--- src/rtl/sb_handshake_pkg.sv ---
// Shared definitions for the sideband handshake controller:
// FSM state encodings and default sideband message codes.
package sb_handshake_pkg;

    typedef enum logic [2:0] {
        IDLE    = 3'd0,
        ARB     = 3'd1,
        TX_REQ  = 3'd2,
        TX_RESP = 3'd3,
        DONE    = 3'd4,
        ERROR   = 3'd5
    } sb_state_e;

    localparam int unsigned SB_MSG_W_DEF    = 4;
    localparam logic [3:0]  SB_REQ_MSG_DEF  = 4'b0001;
    localparam logic [3:0]  SB_RESP_MSG_DEF = 4'b0010;

endpackage

--- src/rtl/sb_handshake_ctrl_timeout.sv ---
// sb_timeout_cnt: handshake watchdog counter.
// Ports: clk_i, rst_ni (async, active-low), clr_i (clear),
//        inc_i (count this cycle), expired_o (count == TIMEOUT_CYCLES-1).
module sb_timeout_cnt #(
    parameter int unsigned TIMEOUT_CYCLES = 800000
) (
    input  logic clk_i,
    input  logic rst_ni,
    input  logic clr_i,
    input  logic inc_i,
    output logic expired_o
);

    localparam int unsigned CntW = $clog2(TIMEOUT_CYCLES + 1);
    localparam logic [CntW-1:0] Last = CntW'(TIMEOUT_CYCLES - 1);
    localparam logic [CntW-1:0] Max  = CntW'(TIMEOUT_CYCLES);

    logic [CntW-1:0] cnt_q;
    logic [CntW-1:0] cnt_d;

    // Saturate so a stalled count never wraps back below the limit.
    always_comb begin
        cnt_d = cnt_q;
        if (clr_i) begin
            cnt_d = '0;
        end else if (inc_i && (cnt_q != Max)) begin
            cnt_d = cnt_q + 1'b1;
        end
    end

    always_ff @(posedge clk_i or negedge rst_ni) begin
        if (!rst_ni) begin
            cnt_q <= '0;
        end else begin
            cnt_q <= cnt_d;
        end
    end

    assign expired_o = (cnt_q == Last);

endmodule

--- src/rtl/sb_handshake_ctrl.sv ---
// sb_handshake_ctrl: sideband REQ/RESP handshake FSM with optional timeout.
// Ports: CLK, rst_n, i_en, i_Busy_SideBand, i_falling_edge_busy,
//        i_RX_SbMessage/i_msg_valid (RX), o_TX_SbMessage/
//        o_ValidOutDatat_Module (TX), o_end, o_timeout.
// Build option: define SB_TIMEOUT_EN to enable the timeout watchdog.
module sb_handshake_ctrl
    import sb_handshake_pkg::*;
#(
    parameter int unsigned SB_MSG_WIDTH   = SB_MSG_W_DEF,
    parameter logic [SB_MSG_WIDTH-1:0] REQ_MSG =
        SB_MSG_WIDTH'(SB_REQ_MSG_DEF),
    parameter logic [SB_MSG_WIDTH-1:0] RESP_MSG =
        SB_MSG_WIDTH'(SB_RESP_MSG_DEF),
    parameter int unsigned TIMEOUT_CYCLES = 800000
) (
    input  logic                    CLK,
    input  logic                    rst_n,
    input  logic                    i_en,
    input  logic                    i_Busy_SideBand,
    input  logic                    i_falling_edge_busy,
    input  logic [SB_MSG_WIDTH-1:0] i_RX_SbMessage,
    input  logic                    i_msg_valid,
    output logic [SB_MSG_WIDTH-1:0] o_TX_SbMessage,
    output logic                    o_ValidOutDatat_Module,
    output logic                    o_end,
    output logic                    o_timeout
);

    if (TIMEOUT_CYCLES < 2) begin : g_bad_timeout
        $error("TIMEOUT_CYCLES must be at least 2");
    end

    sb_state_e state_q, state_d;
    logic req_done_q, req_done_d;
    logic resp_done_q, resp_done_d;
    logic resp_rcvd_q, resp_rcvd_d;
    logic pend_resp_q, pend_resp_d;
    logic [SB_MSG_WIDTH-1:0] tx_msg_q;
    logic valid_q;
    logic end_q;
    logic timeout_hit;
    logic rx_req;
    logic rx_resp;

    assign rx_req  = i_msg_valid && (i_RX_SbMessage == REQ_MSG);
    assign rx_resp = i_msg_valid && (i_RX_SbMessage == RESP_MSG);

`ifdef SB_TIMEOUT_EN
    logic active;
    logic expired;
    logic timeout_q;

    assign active = (state_q == ARB) || (state_q == TX_REQ) ||
                    (state_q == TX_RESP);

    sb_timeout_cnt #(
        .TIMEOUT_CYCLES(TIMEOUT_CYCLES)
    ) u_timeout (
        .clk_i    (CLK),
        .rst_ni   (rst_n),
        .clr_i    (state_q == IDLE),
        .inc_i    (active),
        .expired_o(expired)
    );

    assign timeout_hit = active && expired;

    always_ff @(posedge CLK or negedge rst_n) begin
        if (!rst_n) begin
            timeout_q <= 1'b0;
        end else begin
            timeout_q <= (state_d == ERROR);
        end
    end

    assign o_timeout = timeout_q;
`else
    assign timeout_hit = 1'b0;
    assign o_timeout   = 1'b0;
`endif

    // Disable wins over everything so an abort always returns to a
    // clean IDLE; otherwise the watchdog overrides normal flow.
    always_comb begin
        state_d     = state_q;
        req_done_d  = req_done_q;
        resp_done_d = resp_done_q;
        resp_rcvd_d = resp_rcvd_q;
        pend_resp_d = pend_resp_q;
        if (!i_en) begin
            state_d     = IDLE;
            req_done_d  = 1'b0;
            resp_done_d = 1'b0;
            resp_rcvd_d = 1'b0;
            pend_resp_d = 1'b0;
        end else begin
            if (state_q != IDLE) begin
                if (rx_req && !resp_done_q) begin
                    pend_resp_d = 1'b1;
                end
                if (rx_resp) begin
                    resp_rcvd_d = 1'b1;
                end
            end
            if (timeout_hit) begin
                state_d = ERROR;
            end else begin
                unique case (state_q)
                    IDLE: state_d = ARB;
                    ARB: begin
                        if (pend_resp_q && !i_Busy_SideBand) begin
                            state_d = TX_RESP;
                        end else if (!req_done_q && !i_Busy_SideBand) begin
                            state_d = TX_REQ;
                        end else if (req_done_q && resp_rcvd_q &&
                                     resp_done_q) begin
                            state_d = DONE;
                        end
                    end
                    TX_REQ: begin
                        if (i_falling_edge_busy) begin
                            state_d    = ARB;
                            req_done_d = 1'b1;
                        end
                    end
                    TX_RESP: begin
                        // Response sent: a REQ seen this cycle is the
                        // one just answered, so the clear wins.
                        if (i_falling_edge_busy) begin
                            state_d     = ARB;
                            resp_done_d = 1'b1;
                            pend_resp_d = 1'b0;
                        end
                    end
                    DONE:    state_d = DONE;
                    ERROR:   state_d = ERROR;
                    default: state_d = IDLE;
                endcase
            end
        end
    end

    always_ff @(posedge CLK or negedge rst_n) begin
        if (!rst_n) begin
            state_q     <= IDLE;
            req_done_q  <= 1'b0;
            resp_done_q <= 1'b0;
            resp_rcvd_q <= 1'b0;
            pend_resp_q <= 1'b0;
            valid_q     <= 1'b0;
            tx_msg_q    <= '0;
            end_q       <= 1'b0;
        end else begin
            state_q     <= state_d;
            req_done_q  <= req_done_d;
            resp_done_q <= resp_done_d;
            resp_rcvd_q <= resp_rcvd_d;
            pend_resp_q <= pend_resp_d;
            valid_q     <= (state_d == TX_REQ) || (state_d == TX_RESP);
            tx_msg_q    <= (state_d == TX_REQ)  ? REQ_MSG  :
                           (state_d == TX_RESP) ? RESP_MSG : '0;
            end_q       <= (state_d == DONE);
        end
    end

    assign o_TX_SbMessage         = tx_msg_q;
    assign o_ValidOutDatat_Module = valid_q;
    assign o_end                  = end_q;

endmodule

--- config.mk ---
export PLATFORM = sky130hd
export DESIGN_NAME = sb_handshake_ctrl
export DESIGN_NICKNAME = d
export VERILOG_FILES = /design/src/rtl/sb_handshake_pkg.sv /design/src/rtl/sb_handshake_ctrl_timeout.sv /design/src/rtl/sb_handshake_ctrl.sv
export SDC_FILE = /design/constraint.sdc
export NUM_CORES = 1
export LEC_CHECK = 0
export BUFFER_PORTS_ARGS = -buffer_cell sky130_fd_sc_hd__buf_2
export CORE_MARGIN = 2
export CORE_UTILIZATION = 32
export DETAILED_ROUTE_END_ITERATION = 16
export GPL_TIMING_DRIVEN = 0
export PLACE_DENSITY = 0.58
export SETUP_SLACK_MARGIN = 0.3
export SYNTH_ARGS = -nofsm -noshare
export SYNTH_HDL_FRONTEND = slang
export SYNTH_SLANG_ARGS = --single-unit
--- constraint.sdc ---
create_clock -name CLK -period 1.64 [get_ports CLK]
set_clock_uncertainty 0.1 [all_clocks]
set_input_delay 0.246 -clock CLK [delete_from_list [all_inputs] [get_ports CLK]]
set_output_delay 0.246 -clock CLK [all_outputs]
set_load 0.1 [all_outputs]
# Word-level counts from Yosys, hierarchy flattened
# Cells that the tools add are included.
[word_totals] out_inout_bits=7 inputBits=10 word_cells=61 ff_bits=11
[op_classes] reduce_logical=17 mux=21 eq_ne=15
[ops] op="$mux 3" count=5
[ops] op="$pmux 3 s5" count=1
[ops] op="$mux 1" count=13
[ops] op="$eq 3x2->1 const B" count=4
[ops] op="$ne 2x1->1 const B" count=5
[ops] op="$eq 3x3->1 const B" count=3
[ops] op="$logic_and 1x1->1" count=7
[ops] op="$reduce_and 2->1" count=3
[ops] op="$eq 4x1->1 const B" count=1
[ops] op="$eq 4x2->1 const B" count=1
[ops] op="$mux 2" count=2
[ops] op="$eq 3x1->1 const B" count=1
[ops] op="$logic_not 1->1" count=3
[ops] op="$logic_not 3->1" count=1
[ops] op="$reduce_bool 3->1" count=1
[ops] op="$reduce_or 2->1" count=1
[ops] op="$logic_or 1x1->1" count=1

# Depth between registers and ports, before layout
[depth] ltp_word=10 mapped_depth=4 depth_no_buf=4

# Least setup slack after synthesis
# Ideal clock, no wire load.
[synth_path] kind="reg-to-reg" startpoint="register state_q[1]" endpoint="register tx_msg_q[0], in the netlist o_TX_SbMessage[0]" n_path_buf=0 setup_ns=0.073 t_required_ns=1.467 slack_ns=0.332 arrival_time_ns=1.135 stages_incl_launch_ff=5 cell_sequence="dfrtp_1 -> nand2b_4 -> o31ai_1 -> and3_2 -> nor2b_1"
[synth_via] elab_chain_len=7 elab_cells_between_ends=15 classes_between="eq/ne: 6; mux: 7; reduce/logical: 2"
[synth_rtl] item="start: declaration" line="sb_handshake_ctrl.sv:33" source="sb_state_e state_q, state_d;"
[synth_rtl] item="start signal: assignment" line="sb_handshake_ctrl.sv:154" source="state_q <= state_d;"
[synth_rtl] item="$mux 3" line="sb_handshake_ctrl.sv:115" source="end else if (req_done_q && resp_rcvd_q &&"
[synth_rtl] item="$mux 3" line="sb_handshake_ctrl.sv:113" source="end else if (!req_done_q && !i_Busy_SideBand) begin"
[synth_rtl] item="$mux 3" line="sb_handshake_ctrl.sv:111" source="if (pend_resp_q && !i_Busy_SideBand) begin"
[synth_rtl] item="$pmux 3 s5 (*)" line="sb_handshake_ctrl.sv:108" source="unique case (state_q)"
[synth_rtl] item="$mux 3 (*)" line="sb_handshake_ctrl.sv:90" source="if (!i_en) begin"
[synth_rtl] item="via state_d[1]" line="sb_handshake_ctrl.sv:33"
[synth_rtl] item="$eq 3x2->1 (*)" line="sb_handshake_ctrl.sv:160" source="tx_msg_q <= (state_d == TX_REQ) ? REQ_MSG :"
[synth_rtl] item="$mux 2 (*)" line="sb_handshake_ctrl.sv:160"
[synth_rtl] item="end signal: assignment" line="sb_handshake_ctrl.sv:160"
[synth_rtl] item="end: declaration" line="sb_handshake_ctrl.sv:38" source="logic [SB_MSG_WIDTH-1:0] tx_msg_q;"
# The timed path passes the listed nets; every way through them passes the cells marked *.
# A chain may end at the register's enable or synchronous reset.

# Worst setup path after layout
[layout_path] startpoint="register state_q[1]" endpoint="register end_q, in the netlist o_end"
[layout_via] elab_chain_len=6 elab_cells_between_ends=14 classes_between="eq/ne: 6; mux: 6; reduce/logical: 2"
[layout_rtl] item="$mux 3" line="sb_handshake_ctrl.sv:115"
[layout_rtl] item="$mux 3" line="sb_handshake_ctrl.sv:113"
[layout_rtl] item="$mux 3" line="sb_handshake_ctrl.sv:111"
[layout_rtl] item="$pmux 3 s5 (*)" line="sb_handshake_ctrl.sv:108"
[layout_rtl] item="$mux 3 (*)" line="sb_handshake_ctrl.sv:90"
[layout_rtl] item="$eq 3x3->1 (*)" line="sb_handshake_ctrl.sv:162" source="end_q <= (state_d == DONE);"
[layout_rtl] item="end signal: assignment" line="sb_handshake_ctrl.sv:162"
[layout_rtl] item="end: declaration" line="sb_handshake_ctrl.sv:40" source="logic end_q;"
# Every way passes the cells marked *; elsewhere a longest branch is shown, timed or not.

==> results.md <==
- Outcome: complete, no violations
- Synthesized area per cell: between 10 and 15 um2
- First-pass GRT wire length: between 1500 and 2000 um
- Layout area overhead: 43.7%
- Seq cells post-synth: 11
- Number of cell rows: 14
- Final wirelength: 1070 um
- CP bufs+invs: 1
- Root cell of the clock tree: clkbuf_4
- Sequential cell fraction of total power: 46.7%
- Switching Fraction: 31.5%
- Top post-synthesis cells by area: dfrtp_1, nor2b_1, buf_4, a221oi_2, nor2_1
- Residual DRC: 0
- Max VDD drop: roughly 0.37 mV
- Hold Path Class: in2reg
- Kind of critical path: reg2reg
- Initial core utilization: a little over a third
- Critical path origin: state_q[1]$_DFF_PN0_
- Final Cycle Share: about four fifths
- Largest net degree at the start of global routing: 12
- Worst Hold End: pend_resp_q$_DFF_PN0_
- Fin. max-slew vios: 0
- Reg2reg start: state_q[1]$_DFF_PN0_
- Clk buf depth: 2
- Seq/Total Area, Yosys: between 50% and 60%
- Worst-Skew Late Latency: 0.27 ns
- Crit-path slowest cell: dfrtp_2
- Layout Nets: 87
- Critical Path RT: 1.72 ns
- IO Pins: 17
- Comb power frac: 23.5%
- Die width: 44.9 um
- PortBufs: 13
- Die ar.: 0.00202 mm2
- Fill count: ~160
- P_int: 426 uW
- Achievable frequency: 752 MHz
- Synth area leader: dfrtp_1
- Initial antenna violation count: 0
- Reg2Reg Setup Slack: roughly 0.31 ns
- # diodes: 0
- PwrDens: 809 mW/mm2
- Via Count: 447
- Critical Path Start Type: register
- Post-synth top area share: between 50% and 60%
- Tmin final: 1.33 ns
- Leak: 0.000360 uW
- Hold Startpoint: i_RX_SbMessage[0]
- GRT Total Usage: 12.2%
- Worst r2r path cells: 5
- CP Cell Sequence: nand2b_4, nor3_4, a221oi_2, buf_4, nor4b_4
- Final Power: approximately 620 uW
- Core Footprint: 0.00154 mm2
- Layout cells sized above 1: 47.4%
- Synth cell types: 26
- Post-layout util: 49.9%
- HPWL after DPL: ~730 um
- # setup viols final: 0
- Vias per std cell: 4.86
- Final hold violation count: 0
- Synthesized area: 536 um2
- H-Tree Depth: 1
- Ys Warns: 0
- Clock share of power: 29.7%
- TritonCTS clock tree: yes
- Worst-path clk slew: 0.07 ns
- Reg2reg end: o_end$_DFF_PN0_
- Worst hold path depth: 3
- Routed wire length per instance: 11.6 um
- Initial DRC count: 3
- Fin Setup TNS: 0 ns
- CP Max Fanout: 5
- Dpl ws: 0.199 ns
- GPL Wtd Cong: roughly 0.7
- Vias in the first global route: 387
- TritonRoute pass-1 iters: 2
- NetSw: 196 uW
- Setup slack after layout: 0.311 ns
- RSZ-0062 raised after global routing: true
- Num Clock Sinks: 11
- Max-cap violations: 0
- Setup crit end kind: register
- Gate Count Post-Synth: 51
- Final ANT Viol Nets: 0
- Num CTS Buffers: 3
- Family with the most delay on the worst path: simple AND/OR/NAND/NOR gates
- Remaining Overflow, GRT: 0
- Die height: 44.9 um
- CP arrival: around 1.4 ns
- CP peak stage delay: 0.43 ns
per-stage QoR:
| stage | hold slack, ns | area, um2 | instances |
|---|---|---|---|
| 2_1_floorplan | -0.150 | 543 | 53 |
| 6_report | 0.145 | 769 | 92 |
| 3_3_place_gp | 0.0276 | 628 | 82 |
| 5_1_grt | 0.151 | 769 | 92 |
| 3_5_place_dp | 0.0289 | 628 | 82 |
| 4_1_cts | 0.136 | 698 | 89 |
cell usage after synthesis (all sizes together):
cell / n
a21boi: 1
a21oi: 1
a221oi: 1
a31oi: 2
and2: 2
and3: 2
buf: 3
conb: 1
dfrtp: 11
inv: 3
nand2: 2
nand2b: 2
nand3: 1
nand4: 2
nor2: 4
nor2b: 4
nor3: 3
nor3b: 1
nor4b: 2
o21a: 1
o21ai: 1
o31ai: 1
per-layer routing:
metal  GRT usage, %  part of all wire [%]
met4           12.4                   3.9
met1           15.8                    50
met2           15.7                    40
met3           3.60                   5.4
met5              0                     0
cells in the final DEF (no fill, tap or decap):
cell and instances:
buf_4 12, buf_2 9, dfrtp_1 8, nor2_1 4, inv_1 3, conb_1 3, clkbuf_4 3, dfrtp_2 3
nor2b_4 2, and2_1 2, nand4_1 2, nor2b_1 2, nor3_1 2, a31oi_1 2, nand2_1 2, nand3_1 1
o21ai_1 1, nand2b_4 1, nor3_4 1, nand2b_1 1, a21oi_1 1, a221oi_2 1, o31ai_4 1, and3_4 1
nor3b_1 1, and3_1 1, nor4b_4 1, nor4b_2 1, o21a_1 1, a21boi_1 1, clkbuf_1 1, dlygate4sd3_1 1
repair_timing:
action / 4_1_cts / 5_1_grt
resized for setup: 7 / 11
endpoints found under the hold margin: 11 / 0
setup endpoints to repair: 9 / 6
buffers inserted: 2 / 3
pin swaps: 2 / 3
hold buffers: 1 / 0
gates cloned: 0 / 0
state kept, by name (all words and copies together) (netlist names):
name,flops
state_q,3
o_ValidOutDatat_Module,1
pend_resp_q,1
resp_rcvd_q,1
o_end,1
o_TX_SbMessage,2
req_done_q,1
resp_done_q,1
tightest hold or removal path, delay by kind of cell:
| family | cells | cell delay [ns] |
|---|---|---|
| AOI/OAI and AO/OA | 1 | 0.07 |
| buffers and inverters | 1 | 0.08 |
| and+or+nand+nor | 1 | 0.08 |
worst max path at each step:
| stage | to | cells after the start |
|---|---|---|
| finish | o_end$_DFF_PN0_ | 5 |
| global route | o_end$_DFF_PN0_ | 5 |
| CTS | o_TX_SbMessage[0]$_DFF_PN0_ | 4 |
| detailed placement | o_TX_SbMessage[0]$_DFF_PN0_ | 4 |
| global placement | o_TX_SbMessage[0]$_DFF_PN0_ | 4 |
| floorplan | o_TX_SbMessage[0]$_DFF_PN0_ | 4 |
layout make-up:
type	instances	area [um2]	share of cell area (%)
Tap cell	16	20.0	2.60
Buffer	3	22.5	2.93
Timing Repair Buffer	19	123	15.9
Clock buffer	4	26.3	3.41
Inverter	3	11.3	1.46
Sequential cell	11	279	36.3
Multi-Input combinational cell	36	288	37.4
power by group through the flow:
| stage | Combinational [uW] | Clock (uW) | Sequential (uW) |
|---|---|---|---|
| finish | 147 | 185 | 291 |
| global route | 156 | 206 | 292 |
| CTS | 131 | 193 | 290 |
| detailed placement | 119 | 0 | 296 |
| global placement | 119 | 0 | 296 |
| floorplan | 65.6 | 0 | 320 |
kinds of logic after synthesis:
kind of cell	synth area share, %
flip-flops	51.4
AND/OR/NAND/NOR	30.4
other	0.700
buffers and inverters	6.31
AO/OA/AOI/OAI	11.2
No activity file was read; power rests on OpenSTA's default activity.
